**config.mk**
```make
export PLATFORM = sky130hd
export DESIGN_NAME = fetch_controller
export DESIGN_NICKNAME = d
export VERILOG_FILES = /design/src/rtl/fetch_controller_pkg.sv /design/src/rtl/fetch_fifo.sv /design/src/rtl/fetch_controller.sv
export SDC_FILE = /design/constraint.sdc
export NUM_CORES = 1
export LEC_CHECK = 0
export ABC_CLOCK_PERIOD_IN_PS = 10100
export CAP_MARGIN = 20
export CELL_PAD_IN_SITES_DETAIL_PLACEMENT = 1
export CELL_PAD_IN_SITES_GLOBAL_PLACEMENT = 1
export CORE_UTILIZATION = 43
export CTS_BUF_LIST = sky130_fd_sc_hd__clkbuf_8
export DETAILED_ROUTE_END_ITERATION = 12
export GPL_TIMING_DRIVEN = 0
export MAX_ROUTING_LAYER = met4
export PLACE_DENSITY = 0.85
export RECOVER_POWER = 100
export SLEW_MARGIN = 20
export SYNTH_ARGS = -nofsm -noshare
export SYNTH_HDL_FRONTEND = slang
export SYNTH_SLANG_ARGS = --single-unit
```
**constraint.sdc**
```tcl
create_clock -name clk -period 10.1 [get_ports clk]
set_input_delay 1.515 -clock clk [delete_from_list [all_inputs] [get_ports clk]]
set_output_delay 1.515 -clock clk [all_outputs]
set_load 0.03 [all_outputs]
```
**src/rtl/fetch_controller_pkg.sv**
```systemverilog
// Shared definitions for the instruction fetch front end: FSM encoding,
// fault cause codes and the default reset PC.
package fetch_controller_pkg;

    typedef enum logic [1:0] {
        ST_IDLE  = 2'd0,
        ST_FETCH = 2'd1,
        ST_STALL = 2'd2,
        ST_HALT  = 2'd3
    } fetch_state_e;

    localparam logic [3:0]  CAUSE_MISALIGNED = 4'd0;
    localparam logic [3:0]  CAUSE_ACCESS     = 4'd1;
    localparam logic [31:0] RESET_PC_DEFAULT = 32'h0000_0000;

endpackage

```
**src/rtl/fetch_fifo.sv**
```systemverilog
// Fetch buffer: power-of-two FIFO with flush. The head entry is read straight
// from the storage registers so decode never sees the memory path.
module fetch_fifo #(
    parameter int DEPTH = 2,
    parameter int WIDTH = 64
) (
    input  logic                     clk,
    input  logic                     reset,
    input  logic                     push,
    input  logic                     pop,
    input  logic                     flush,
    input  logic [WIDTH-1:0]         wdata,
    output logic [WIDTH-1:0]         rdata,
    output logic                     full,
    output logic                     empty,
    output logic [$clog2(DEPTH):0]   level
);

    localparam int AW = $clog2(DEPTH);

    logic [WIDTH-1:0] mem [DEPTH];
    logic [AW:0]      wr_ptr;
    logic [AW:0]      rd_ptr;

    // Extra pointer bit distinguishes full from empty when the indices match.
    assign full  = (wr_ptr[AW] != rd_ptr[AW]) && (wr_ptr[AW-1:0] == rd_ptr[AW-1:0]);
    assign empty = (wr_ptr == rd_ptr);
    assign level = wr_ptr - rd_ptr;
    assign rdata = mem[rd_ptr[AW-1:0]];

    always_ff @(posedge clk) begin
        if (reset) begin
            wr_ptr <= '0;
            rd_ptr <= '0;
            for (int i = 0; i < DEPTH; i++) begin
                mem[i] <= '0;
            end
        end else if (flush) begin
            wr_ptr <= '0;
            rd_ptr <= '0;
        end else begin
            if (push) begin
                mem[wr_ptr[AW-1:0]] <= wdata;
                wr_ptr              <= wr_ptr + 1'b1;
            end
            if (pop) begin
                rd_ptr <= rd_ptr + 1'b1;
            end
        end
    end

endmodule

```
**src/rtl/fetch_controller.sv**
```systemverilog
// Instruction fetch controller: PC sequencing, redirect/trap handling,
// fault detection and the fetch buffer feeding decode.
module fetch_controller
    import fetch_controller_pkg::*;
#(
    parameter logic [31:0] RESET_PC   = RESET_PC_DEFAULT,
    parameter int          IMEM_WORDS = 32,
    parameter int          BUF_DEPTH  = 2
) (
    input  logic        clk,
    input  logic        reset,
    output logic [31:0] imem_addr,
    input  logic [31:0] imem_instr,
    input  logic        redirect_valid,
    input  logic [31:0] redirect_pc,
    input  logic        trap_valid,
    input  logic [31:0] trap_pc,
    output logic        if_valid,
    input  logic        if_ready,
    output logic [31:0] if_instr,
    output logic [31:0] if_pc,
    output logic        fault_valid,
    output logic [31:0] fault_pc,
    output logic [3:0]  fault_cause
);

    // Decode handshake: an entry transfers on a cycle where if_valid and
    // if_ready are both high; if_valid never depends on if_ready.

    localparam int          LW          = $clog2(BUF_DEPTH) + 1;
    localparam logic [31:0] PC_LIMIT    = 32'(4 * IMEM_WORDS);
    localparam logic [LW-1:0] ALMOST    = LW'(BUF_DEPTH - 1);

    fetch_state_e state_q, state_d;
    logic [31:0]  pc_q, pc_d;
    logic         fault_valid_d;
    logic [31:0]  fault_pc_d;
    logic [3:0]   fault_cause_d;
    logic [31:0]  target;
    logic         push, pop, flush;
    logic         fifo_full, fifo_empty;
    logic [LW-1:0] fifo_level;
    logic [63:0]  head;

    fetch_fifo #(.DEPTH(BUF_DEPTH), .WIDTH(64)) u_fifo (
        .clk   (clk),
        .reset (reset),
        .push  (push),
        .pop   (pop),
        .flush (flush),
        .wdata ({pc_q, imem_instr}),
        .rdata (head),
        .full  (fifo_full),
        .empty (fifo_empty),
        .level (fifo_level)
    );

    assign imem_addr = pc_q;
    assign if_valid  = !fifo_empty;
    assign if_pc     = head[63:32];
    assign if_instr  = head[31:0];

    always_comb begin
        state_d       = state_q;
        pc_d          = pc_q;
        fault_valid_d = fault_valid;
        fault_pc_d    = fault_pc;
        fault_cause_d = fault_cause;
        target        = '0;
        push          = 1'b0;
        pop           = 1'b0;
        flush         = 1'b0;

        // HALT ignores redirects; only a trap can leave it.
        if (trap_valid || (redirect_valid && state_q != ST_HALT)) begin
            target = trap_valid ? trap_pc : redirect_pc;
            flush  = 1'b1;
            pc_d   = target;
            if (target[1:0] != 2'b00) begin
                state_d       = ST_HALT;
                fault_valid_d = 1'b1;
                fault_pc_d    = target;
                fault_cause_d = CAUSE_MISALIGNED;
            end else begin
                state_d       = ST_FETCH;
                fault_valid_d = 1'b0;
                fault_pc_d    = '0;
                fault_cause_d = '0;
            end
        end else begin
            pop = !fifo_empty && if_ready;
            case (state_q)
                ST_IDLE: state_d = ST_FETCH;
                ST_FETCH: begin
                    if (!fifo_full || pop) begin
                        if (pc_q >= PC_LIMIT) begin
                            state_d       = ST_HALT;
                            fault_valid_d = 1'b1;
                            fault_pc_d    = pc_q;
                            fault_cause_d = CAUSE_ACCESS;
                        end else begin
                            push = 1'b1;
                            pc_d = pc_q + 32'd4;
                            if (!pop && fifo_level == ALMOST) begin
                                state_d = ST_STALL;
                            end
                        end
                    end else begin
                        state_d = ST_STALL;
                    end
                end
                ST_STALL: if (pop) state_d = ST_FETCH;
                default: ;
            endcase
        end
    end

    always_ff @(posedge clk) begin
        if (reset) begin
            state_q     <= ST_IDLE;
            pc_q        <= RESET_PC;
            fault_valid <= 1'b0;
            fault_pc    <= '0;
            fault_cause <= '0;
        end else begin
            state_q     <= state_d;
            pc_q        <= pc_d;
            fault_valid <= fault_valid_d;
            fault_pc    <= fault_pc_d;
            fault_cause <= fault_cause_d;
        end
    end

endmodule
```
Word level (Yosys, flattened, before mapping)

Memories as Yosys holds them, arrays and structs flattened. A register that Yosys moved wholly into a read port is not among the register bits.
Cells that the tools add are included.

Flip-flop bits (word level): 72
Memory bits (writable): 128
Bits of input ports: 101
Output and inout port bits: 134
Word-level logic and storage cells: 84
Memories kept: 1

Memory list:

| name       | depth | bits a word | read ports | clocked after Yosys merged registers in | wr ports | line             | RTL |
|---|---|---|---|---|---|---|---|
| u_fifo.mem | 2     | 64          | 1          | 1                                       | 2        | fetch_fifo.sv:21 | `logic [WIDTH-1:0] mem [DEPTH];` |

Add/subtract/negate cells: 4
Order comparisons: 1
Equal/unequal tests: 10
Multiplexer cells: 39
Reduce and logical (&&, ||, !) cells: 22

Operators by type and width:

| cell                                                                   | count |
|---|---|
| 32-bit two-way mux                                                     | 10 |
| 64-bit two-way mux                                                     | 1 |
| 64-bit OR reduction                                                    | 1 |
| 32-bit by 3-bit adder with 32-bit output, second input constant        | 1 |
| 32-bit by 8-bit >= comparator with 1-bit output, second input constant | 1 |
| 1-bit two-way mux                                                      | 21 |
| 2-bit two-way mux                                                      | 6 |
| 3-bit AND reduction                                                    | 4 |
| 2-bit nonzero test                                                     | 4 |
| 2-bit one-hot mux with 3 select lines                                  | 1 |
| 5-bit != test, second input constant                                   | 1 |
| 2-bit by 1-bit adder with 2-bit output, second input constant          | 2 |
| 2-bit by 1-bit == test with 1-bit output, second input constant        | 2 |
| 1-bit logical AND                                                      | 4 |
| 2-bit != test, second input constant                                   | 2 |
| 4-bit nonzero test                                                     | 1 |
| 2-bit OR reduction                                                     | 2 |
| 1-bit zero test                                                        | 3 |
| 3-bit != test, second input constant                                   | 1 |
| 2-bit == test                                                          | 1 |
| 2-bit == test, second input constant                                   | 1 |
| 2-bit zero test                                                        | 1 |
| 1-bit logical OR                                                       | 2 |
| 2-bit subtractor                                                       | 1 |
| other kinds (2)                                                        | 2 |

Depth between registers and ports, before layout

Depth after elaboration: 13
Mapped depth: 9
Mapped depth without buffers: 7

Modules after synthesis

From an unflattened synthesis, not the netlist that was laid out.

Cells, all modules: 820
Area, all modules: 9,585.4 um2

By module, submodules not included:

| module           | times used | cells each | area each (um2) | sequential area each (um2) |
|---|---|---|---|---|
| fetch_fifo       | 1          | 385        | 5,900.7         | 3,943.8 |
| fetch_controller | 1          | 435        | 3,684.8         | 1,361.3 |

Worst setup path after synthesis

Ideal clock, no wire load.

Kind: input-to-reg
Start point: input port trap_valid
End point: memory u_fifo.mem[0][0] (enable)
Library setup time: 0.424 ns
Data arrival time: 3.810 ns
Data required time: 9.676 ns
Setup slack: 5.867 ns
Stages: 6
Buffers on the path: 2
Path through: buf_2 -> or2_2 -> nor4_4 -> clkbuf_2 -> nand2_1 -> nand2_1

RTL lines:

| element         | line                   | RTL |
|---|---|---|
| start, declared | fetch_controller.sv:16 | `input logic trap_valid,` |
| end, declared   | fetch_fifo.sv:21       |  |

==> flow_metrics.py <==
metrics = {
    "cts": {
        "clock_path_buffers": 3,
        "clockRootBuffer": "clkbuf_8",
        "cts_resized": 0,
        "cts.sinks": 201,
        "cts.hold.buffers_added": 0,
        "clkLatencyLatePin_ns": 0.53,
        "post_cts_buffers": 0,
        "path_clk_slew_ns": 0.06,
        "cts.htree.levels": 2,
        "cts_tree": "yes",
        "numCtsBuffers": 34,
    },
    "hold_path": {
        "hold_path_class": "register to register",
    },
    "synthesis": {
        "ys_seq_area_frac": 0.5814,
        "asyncSetResetFlopFracSynth": 0,
        "ys_top_cells_by_area": "edfxtp_1 42%, dfxtp_1 16%, mux2_2 7.9%",
        "synth.avg_cell_area_um2": 12.35,
        "netlist_instances": 739,
        "ys.flop_type": "edfxtp_1",
        "yosysMostFrequentCell": "edfxtp_1",
        "yosysTopAreaCell": "edfxtp_1",
        "syn_area_um2": 9125,
        "yosysTopAreaCellShare": 0.4212,
        "yosys_warnings": 0,
        "synth_edf_count": 128,
        "synth.ff_latch_count": 201,
        "synth_cell_types": 58,
        "synthTopCellsByCount": "128 x edfxtp_1, 73 x dfxtp_1, 64 x mux2_2",
    },
    "drt": {
        "firstDrtPassIters": 5,
        "drc_errors": 0,
        "avgRoutedWirePerCell_um": 21.07,
        "dr.max_layer_used": "met4",
        "drt_iter0_markers": 335,
        "drt-total-wl_mm": 28.51,
        "vias": 7197,
        "wl_met1_mm": 11.38,
        "wl_met2_mm": 14.72,
        "postRouteAntennaNets": 0,
        "wl_met3_mm": 1.888,
        "viasPerCell": 5.319,
    },
    "final_layout": {
        "fillers": 2200,
        "seqCellArea_um2": 5305,
        "flow.area_growth_from_synthesis_pct": 36.93,
        "final_area_um2": 12490,
        "fin_util": 0.6096,
        "fin_nets": 1163,
        "multi_input_area_um2": 3540,
        "drive_above_1_share": 0.1339,
        "antenna_cells": 0,
    },
    "run": {
        "maxCapViolations": 2,
    },
    "floorplan": {
        "die-height_um": 147.7,
        "die_w_um": 147.7,
        "rows": 52,
        "core_um2": 20490,
        "dieArea_um2": 21810,
        "start_util": 0.4452,
        "ioPinCount": 235,
    },
    "setup_path": {
        "cp-end-kind": "register",
        "worst_setup_path_start_kind": "primary input",
        "worstPathRequired_ns": 10.17,
        "crit_arrival_ns": 6.83,
        "crit_type": "primary input to register",
        "crit_fanout": 47,
    },
    "pwr": {
        "powerDensity_nw_per_um2": 159.1,
        "p_leak_nw": 4.913,
        "ir_drop_v": 0.00007192,
    },
    "timing": {
        "slew_headroom": -0.8545,
        "worst_slew_pin_slew_ns": 2.782,
        "rsz0062_at_grt": "false",
        "final-setup-viol-count": 0,
        "finalHoldViolCount": 0,
        "fin_crit_ns": 6.765,
        "final-max-slew-violation-count": 98,
        "min_period_over_period": 0.6698,
        "final.setup.tns_ns": 0,
        "clock_skew_ns": 0.01806,
        "fmax_ghz": 0.1478,
    },
    "placement": {
        "placed_area_um2": 12030,
        "port_buffers": 230,
        "place_congestion": 0.8715,
        "dp_hpwl_mm": 20.30,
    },
    "grt": {
        "grt_max_degree": 50,
        "antenna_found_initial": 0,
        "grt_pass1_wl_mm": 44.10,
        "track_usage": 0.2733,
        "overflow": 0,
        "grt_pass1_vias": 7834,
    },
    "run_status": {
        "status": "finished with violations",
        "violations": "capacitance limit, slew limit",
    },
}
sequential cells by signal, indices dropped and copies added (netlist names), named ones only:
register,count
fault_valid,1
u_fifo.wr_ptr,2
imem_addr,32
fault_cause,1
u_fifo.mem,128
state_q,2
fault_pc,32
u_fifo.rd_ptr,2
final cells by class:
cell class	instances	area share
clock inverter	24	0.01021
clock buffer	36	0.03966
multi-input combinational	501	0.2833
buffer	62	0.02223
tap	270	0.02704
sequential	201	0.4246
timing repair buffer	232	0.1849
inverter	27	0.008111
report_power, final:
part	leakage, nW	internal (mW)	switching [mW]
Sequential	1.90	0.927	0.0327
Clock	0.366	0.356	0.326
Combinational	2.65	0.138	0.207
worst max-delay path, cell delays in order:
cell and delay, ns:
dlygate4sd3_1 0.61, nand2b_1 0.15, o21ai_0 0.28, nor4_1 1.03
clkbuf_1 0.44, nand2_1 0.10, nand2_1 0.63, clkbuf_1 2.03
stage by stage:
step                hold WS (ns)  worst slack (ns)  power [mW]  cells
floorplan                 0.5521             5.867       1.166    791
global placement          0.4457             4.374       1.326   1291
detailed placement        0.4577             5.908       1.338   1293
CTS                       0.4653             5.500       2.020   1353
global route              0.4791             2.873       2.060   1353
finish                    0.4556             3.335       1.987   1353
final timing paths:
check,startpoint,endpoint,slack [ns],cells after the start
setup / recovery,if_ready,u_fifo.mem[0][13]$_SDFFCE_PN0P_,3.34,8
hold / removal,fault_cause[0]$_SDFFE_PP0P_,fault_cause[0]$_SDFFE_PP0P_,0.46,2
setup reg to reg,u_fifo.wr_ptr[0]$_SDFFE_PP0P_,u_fifo.mem[0][13]$_SDFFCE_PN0P_,4.06,9
hold reg to reg,fault_cause[0]$_SDFFE_PP0P_,fault_cause[0]$_SDFFE_PP0P_,0.46,2
cell usage in the layout, fill, tap and decap left out, drive strengths merged, types with 2 or more instances in the layout:
cell type,n
o311ai,4
xor2,2
a221oi,11
buf,15
dlygate4sd3,133
a31oi,6
o22a,4
o2bb2ai,19
o21ai,2
clkinv,8
nor3,9
edfxtp,128
nand2b,7
ha,3
o21bai,2
nand3,3
nand4,8
nor2,48
clkbuf,85
a22oi,4
and3,41
conb,53
mux2,64
nand2,25
xnor2,8
o211ai,2
mux2i,23
a211oi,40
o22ai,3
and2,40
or2,2
a21oi,46
dfxtp,73
a21boi,3
inv,42
clkdlybuf4s50,97
nor4,10
layer usage:
metal  GRT usage  up-vias
met5           -        -
met4     0.07577        0
met3     0.05494       35
met2      0.4764      269
met1      0.3196     3561
li1            -     3332
logic make-up after synthesis:
logic type	after synthesis	synth area share
DFF	201	0.5814
muxes	87	0.1042
xor gates and xnor gates	10	0.01042
adders and majority gates	3	0.004114
other	1	0.0004110
buffers and inverters	89	0.04443
AOI/OAI and AO/OA	150	0.1272
and+or+nand+nor	198	0.1278
No activity file was read; power rests on OpenSTA's default activity.
